File: src/rtl/id_ex_operand_stage.sv
// id_ex_operand_stage: ID/EX pipeline register for the ALU operands.
// Captures A, B, aluop, rd and control bits one cycle after decode,
// resolves operand forwarding at capture time, detects hazards that
// need a bubble, and honours flush/hold from the pipeline controller.
// Build option: define FWD_EN to enable the EX/MEM forwarding paths.
// Without it, every RAW dependency on an in-flight producer stalls.
module id_ex_operand_stage #(
  parameter int DW  = 32,
  parameter int RW  = 5,
  parameter int OPW = 4
) (
  input  logic           clk,
  input  logic           rst,
  input  logic           id_valid,
  input  logic [DW-1:0]  id_a,
  input  logic [DW-1:0]  id_b,
  input  logic [DW-1:0]  id_imm,
  input  logic           id_use_imm,
  input  logic [RW-1:0]  id_rs,
  input  logic [RW-1:0]  id_rt,
  input  logic [RW-1:0]  id_rd,
  input  logic [OPW-1:0] id_aluop,
  input  logic           id_regwrite,
  input  logic           id_memread,
  input  logic [DW-1:0]  alu_c,
  input  logic           mem_regwrite,
  input  logic [RW-1:0]  mem_rd,
  input  logic [DW-1:0]  mem_data,
  input  logic           ex_flush,
  input  logic           ex_hold,
  output logic           stall_id,
  output logic           ex_valid,
  output logic           ex_regwrite,
  output logic           ex_memread,
  output logic [DW-1:0]  ex_a,
  output logic [DW-1:0]  ex_b,
  output logic [OPW-1:0] ex_aluop,
  output logic [RW-1:0]  ex_rd
);

  // Opcode that makes the ALU drive a cleared result; used for bubbles.
  localparam logic [OPW-1:0] ALUOP_CLR = OPW'(4'b1001);

  // A producer register matches a consumer source; r0 never matches.
  function automatic logic src_hit(input logic en,
                                   input logic [RW-1:0] rd,
                                   input logic [RW-1:0] src);
    return en && (rd != {RW{1'b0}}) && (rd == src);
  endfunction

  logic           r_valid;
  logic           r_regwrite;
  logic           r_memread;
  logic [DW-1:0]  r_a;
  logic [DW-1:0]  r_b;
  logic [OPW-1:0] r_aluop;
  logic [RW-1:0]  r_rd;

  logic           w_nxt_valid;
  logic           w_nxt_regwrite;
  logic           w_nxt_memread;
  logic [DW-1:0]  w_nxt_a;
  logic [DW-1:0]  w_nxt_b;
  logic [OPW-1:0] w_nxt_aluop;
  logic [RW-1:0]  w_nxt_rd;

  logic           w_use_rt;
  logic           w_hz;
  logic [DW-1:0]  w_opa;
  logic [DW-1:0]  w_rtv;

  // rt is only a real source when B does not come from the immediate.
  assign w_use_rt = !id_use_imm;

`ifdef FWD_EN
  logic w_ex_fwd_a;
  logic w_ex_fwd_b;
  logic w_mem_fwd_a;
  logic w_mem_fwd_b;

  // Forwarding select: EX result first (loads excluded), then MEM, then RF.
  always_comb begin
    w_ex_fwd_a  = src_hit(r_valid && r_regwrite && !r_memread, r_rd, id_rs);
    w_ex_fwd_b  = src_hit(r_valid && r_regwrite && !r_memread, r_rd, id_rt);
    w_mem_fwd_a = src_hit(mem_regwrite, mem_rd, id_rs);
    w_mem_fwd_b = src_hit(mem_regwrite, mem_rd, id_rt);
    w_opa = id_a;
    w_rtv = id_b;
    if (w_ex_fwd_a) begin
      w_opa = alu_c;
    end else if (w_mem_fwd_a) begin
      w_opa = mem_data;
    end else begin
      w_opa = id_a;
    end
    if (w_ex_fwd_b) begin
      w_rtv = alu_c;
    end else if (w_mem_fwd_b) begin
      w_rtv = mem_data;
    end else begin
      w_rtv = id_b;
    end
  end

  // Only a load in EX cannot be forwarded in time: that is the hazard.
  assign w_hz = id_valid && r_valid && r_memread &&
                (src_hit(1'b1, r_rd, id_rs) ||
                 (w_use_rt && src_hit(1'b1, r_rd, id_rt)));
`else
  logic w_unused;

  assign w_opa = id_a;
  assign w_rtv = id_b;

  // With no bypass, any in-flight writer of a used source must drain first.
  assign w_hz = id_valid &&
                (src_hit(r_valid && (r_regwrite || r_memread), r_rd, id_rs) ||
                 (w_use_rt && src_hit(r_valid && (r_regwrite || r_memread), r_rd, id_rt)) ||
                 src_hit(mem_regwrite, mem_rd, id_rs) ||
                 (w_use_rt && src_hit(mem_regwrite, mem_rd, id_rt)));

  // Bypass data inputs have no consumer in this build.
  assign w_unused = ^{alu_c, mem_data};
`endif

  // A flush overrides any stall request because the ID slot is being killed.
  assign stall_id = !ex_flush && (ex_hold || w_hz);

  // Next-state selection: flush > hold > hazard bubble > capture.
  always_comb begin
    w_nxt_valid    = r_valid;
    w_nxt_regwrite = r_regwrite;
    w_nxt_memread  = r_memread;
    w_nxt_a        = r_a;
    w_nxt_b        = r_b;
    w_nxt_aluop    = r_aluop;
    w_nxt_rd       = r_rd;
    if (ex_flush || (!ex_hold && w_hz)) begin
      w_nxt_valid    = 1'b0;
      w_nxt_regwrite = 1'b0;
      w_nxt_memread  = 1'b0;
      w_nxt_a        = {DW{1'b0}};
      w_nxt_b        = {DW{1'b0}};
      w_nxt_aluop    = ALUOP_CLR;
      w_nxt_rd       = {RW{1'b0}};
    end else if (ex_hold) begin
      w_nxt_valid    = r_valid;
      w_nxt_regwrite = r_regwrite;
      w_nxt_memread  = r_memread;
      w_nxt_a        = r_a;
      w_nxt_b        = r_b;
      w_nxt_aluop    = r_aluop;
      w_nxt_rd       = r_rd;
    end else begin
      w_nxt_valid    = id_valid;
      w_nxt_regwrite = id_valid && id_regwrite;
      w_nxt_memread  = id_valid && id_memread;
      w_nxt_a        = w_opa;
      w_nxt_b        = id_use_imm ? id_imm : w_rtv;
      w_nxt_aluop    = id_aluop;
      w_nxt_rd       = id_rd;
    end
  end

  // Pipeline register with synchronous reset to the bubble state.
  always_ff @(posedge clk) begin
    if (rst) begin
      r_valid    <= 1'b0;
      r_regwrite <= 1'b0;
      r_memread  <= 1'b0;
      r_a        <= {DW{1'b0}};
      r_b        <= {DW{1'b0}};
      r_aluop    <= ALUOP_CLR;
      r_rd       <= {RW{1'b0}};
    end else begin
      r_valid    <= w_nxt_valid;
      r_regwrite <= w_nxt_regwrite;
      r_memread  <= w_nxt_memread;
      r_a        <= w_nxt_a;
      r_b        <= w_nxt_b;
      r_aluop    <= w_nxt_aluop;
      r_rd       <= w_nxt_rd;
    end
  end

  assign ex_valid    = r_valid;
  assign ex_regwrite = r_regwrite;
  assign ex_memread  = r_memread;
  assign ex_a        = r_a;
  assign ex_b        = r_b;
  assign ex_aluop    = r_aluop;
  assign ex_rd       = r_rd;

endmodule

File: config.mk
export PLATFORM = sky130hd
export DESIGN_NAME = id_ex_operand_stage
export DESIGN_NICKNAME = d
export VERILOG_FILES = /design/src/rtl/id_ex_operand_stage.sv
export SDC_FILE = /design/constraint.sdc
export NUM_CORES = 1
export LEC_CHECK = 0
export BUFFER_PORTS_ARGS = -buffer_cell sky130_fd_sc_hd__buf_2
export CAP_MARGIN = 20
export CORE_ASPECT_RATIO = 0.6
export CORE_MARGIN = 4
export CORE_UTILIZATION = 42
export DETAILED_ROUTE_END_ITERATION = 10
export PLACE_DENSITY_LB_ADDON = 0.2
export SYNTH_ARGS = -nofsm -noshare
export SYNTH_HDL_FRONTEND = slang
export SYNTH_SLANG_ARGS = --single-unit
File: constraint.sdc
create_clock -name clk -period 2.7 [get_ports clk]
set_clock_uncertainty 0.05 [all_clocks]
set_input_delay 0.135 -clock clk [delete_from_list [all_inputs] [get_ports clk]]
set_output_delay 0.135 -clock clk [all_outputs]
set_load 0.03 [all_outputs]
==> impl_metrics.py <==
metrics = {
    "cts": {
        "clock_root_buffer": "sky130_fd_sc_hd__clkbuf_16",
        "cts_htree_levels": 3,
        "cts.sink_count": 76,
        "clock_buffer_count_from_cts": 9,
        "clkSlewWorstSetupHoldPaths_ps": 60,
        "cts_buffer_depth": 2,
        "tritoncts_clock_tree": "yes",
        "clk_latency_ps": 330,
        "post-cts-setup-buffer-count": 0,
    },
    "hold_path": {
        "holdPathEnd": "ex_a[10]",
        "holdCritStartpoint": "id_a[10]",
        "hold_depth": 3,
        "min_path_type": "input port to flip-flop",
    },
    "worst_setup_path": {
        "worstReg2RegEnd": "ex_a[9]",
        "max_stage_delay_ps": 470,
        "reg2reg_depth": 6,
        "crit_arrival_ps": 2250,
        "critical_path_source_type": "flip-flop",
        "crit_required_ps": 2520,
        "crit_top_cell": "sky130_fd_sc_hd__o32a_1",
        "crit_path_cell_trace": "xnor2_1 > nand4_1 > o32a_1 > o32a_1 > o22ai_1 > buf_2",
        "path_max_fanout": 5,
        "endpoint_kind": "primary output",
        "regToRegStartpoint": "ex_rd[4]",
        "timing_worst_setup_path_type": "flip-flop to primary output",
        "crit_path_top_delay_cell": "sky130_fd_sc_hd__dfxtp_1",
        "rrSetupSlack_ps": 410,
    },
    "place": {
        "dp_cells": 692,
        "detailed_place_hpwl_um": 8178,
        "place.gp.congestion": 0.8723,
        "buffer_ports.inserted": 205,
    },
    "pwr": {
        "leakage_nw": 2.448,
        "peak_supply_drop_uv": 338.1,
        "report.power.total_w": 0.002870,
        "p_per_area_nw_per_um2": 543.1,
    },
    "timing": {
        "fin_hold_ws_ps": 75.01,
        "setup_viol": 0,
        "post-route-period-util_pct": 90.27,
        "fin_setup_tns_ps": 0,
        "hold_violations": 0,
        "setup_repair_after_global_routing_missed_its_margin": "no",
        "finalWorstPathRequiredPeriod_ps": 2437,
        "worst-slew-pin-transition_ps": 668.9,
        "slew-limit-headroom_pct": 55.40,
        "fmax_mhz": 410.3,
        "maxSlewViolCount": 0,
    },
    "finish": {
        "syn2layout_area_growth_pct": 36.18,
        "layout.nets": 786,
        "diodes": 0,
        "final_cells": 710,
        "drive_gt1_share_pct": 42.98,
        "utilization_pct": 60.38,
    },
    "logic_synthesis": {
        "synthAdderAreaFrac_pct": 0,
        "yosys.area_share.xor_xnor_pct": 4.515,
        "synth_most_common_cell": "sky130_fd_sc_hd__dfxtp_1",
        "dominantRegCellSynth": "sky130_fd_sc_hd__dfxtp_1",
        "ys_async_sr_fraction_pct": 0,
        "yosysWarningCount": 0,
        "synth_top_cell_area_share_pct": 39.21,
        "yosysSeqAreaShare_pct": 39.21,
        "synth-compound-area-share_pct": 23.70,
        "synth-edff-count": 0,
        "synth_largest_area_cell": "sky130_fd_sc_hd__dfxtp_1",
        "syn_inst": 410,
        "ys_types": 27,
        "synth.mux.area_fraction_pct": 18.83,
        "postSynthAreaPerCell_um2": 9.463,
        "synth.area.top_cells": "sky130_fd_sc_hd__dfxtp_1, sky130_fd_sc_hd__mux2i_1, sky130_fd_sc_hd__a2111oi_2, sky130_fd_sc_hd__nand2_1, sky130_fd_sc_hd__o21ai_0",
        "mappedNetlistArea_um2": 3880,
        "synth_commonest_cells": "sky130_fd_sc_hd__dfxtp_1, sky130_fd_sc_hd__mux2i_1, sky130_fd_sc_hd__nand2_1",
        "synth_top_family_by_area": "compound AO/OA/AOI/OAI gates",
        "synth-seq-cells": 76,
        "synth.net_count": 603,
        "synthSimpleGateAreaFrac_pct": 8.191,
    },
    "detailed_routing": {
        "number_of_violations_reported_at_the_end_of_detailed_routing_iteration_0": 173,
        "vias_per_inst": 5.339,
        "vias": 3791,
        "firstDrtPassIters": 4,
        "drtAntennaViolNets": 0,
        "drc": 0,
        "routed_wire_length_per_instance_um": 15.98,
        "routed_wl_um": 11340,
    },
    "die": {
        "die_width_um": 132.1,
        "rows": 26,
        "design.portCount": 270,
        "initial_core_util_pct": 44.34,
        "die_height_um": 82.45,
        "dieArea_um2": 10890,
        "fp.coreArea_um2": 8751,
    },
    "run_status": {
        "status": "complete, no violations",
    },
    "global_routing": {
        "overall_global_routing_resource_usage_pct": 20.38,
        "number_of_antenna_violations_at_the_first_check_in_global_routing": 0,
        "grt_start_max_net_pins": 62,
        "grt_pass1_vias": 3646,
        "gr-total-overflow": 0,
        "grt_first_pass_wirelength_um": 18080,
    },
    "job": {
        "max_cap_violations": 0,
    },
}
-- per-stage QoR --
stage	cell area [um2]	setup WS, ps
3_3_place_gp	4971	455.4
3_5_place_dp	4971	425.0
4_1_cts	5284	239.5
2_1_floorplan	3880	478.6
5_1_grt	5284	158.2
6_report	5284	262.8
-- worst max-delay path: cells and delay by family (launching register included) --
| kind | cells | cell delay [ps] |
|---|---|---|
| AO/OA/AOI/OAI | 3 | 970 |
| AND/OR/NAND/NOR | 1 | 100 |
| flip-flops | 1 | 470 |
| XOR/XNOR | 1 | 150 |
| buffers and inverters | 1 | 230 |
-- registers in the layout (all words and copies together) (netlist names) --
register	cells
ex_a	32
ex_aluop	4
ex_b	32
ex_memread	1
ex_rd	5
ex_regwrite	1
ex_valid	1
-- what timing repair did --
action | CTS | global route
resized for setup | 0 | 0
endpoints found under the hold margin | 2 | 0
hold buffers | 2 | 0
-- placed cells by master, fill, tap and decap left out, drive strengths merged --
master and instances:
clkinvlp 3, dlygate4sd3 2, xor2 2, nand3 3
inv 1, nand4 2, dfxtp 76, o32ai 1
xnor2 18, nand2b 1, o21ai 35, mux2i 73
buf 214, a21oi 32, nor2b 1, o22ai 1
nor2 2, a22oi 2, clkbuf 9, nand2 68
clkinv 3, o211ai 2, or4 2, a2111oi 41
o32a 3, bufinv 1
-- layout make-up --
class | count | area [um2]
Fill cell | 786 | 3467
Tap cell | 112 | 140.1
Sequential cell | 76 | 1521
Inverter | 1 | 3.754
Multi-Input combinational cell | 289 | 2172
Clock inverter | 7 | 67.56
Clock buffer | 9 | 225.2
Timing Repair Buffer | 216 | 1154
-- metal layers --
metal  GRT usage (%)  routed length (um)  share of wire [%]  vias up
met2           34.56                5468                 48      129
met4           5.346                  62               0.55        0
li1                -                   -                  -     1881
met1           24.59                4983                 44     1775
met5               0                   0                  0        -
met3           8.051                 829                7.3        6
-- power breakdown --
| group | switching [W] | leakage [nW] | internal, W |
|---|---|---|---|
| sequential | 0.0000227 | 0.619 | 0.00116 |
| combinational | 0.000301 | 1.69 | 0.000211 |
| clock | 0.000465 | 0.137 | 0.000710 |
| total | 0.000788 | 2.45 | 0.00208 |
-- kinds of logic after synthesis --
kind of cell	Yosys count
simple gates	79
compound gates	117
flops	76
buf+inv	45
mux	73
xor+xnor	20
-- worst max path at each step --
stage,cells past startpoint,to,slack (ps),start
6_report,6,stall_id,260,ex_rd[4]
5_1_grt,6,stall_id,160,ex_rd[4]
4_1_cts,6,stall_id,240,ex_rd[4]
3_5_place_dp,6,ex_a[9],430,ex_rd[4]
3_3_place_gp,6,ex_a[11],460,ex_rd[4]
2_1_floorplan,5,stall_id,480,ex_rd[4]
(Power assumes the default switching activity.)
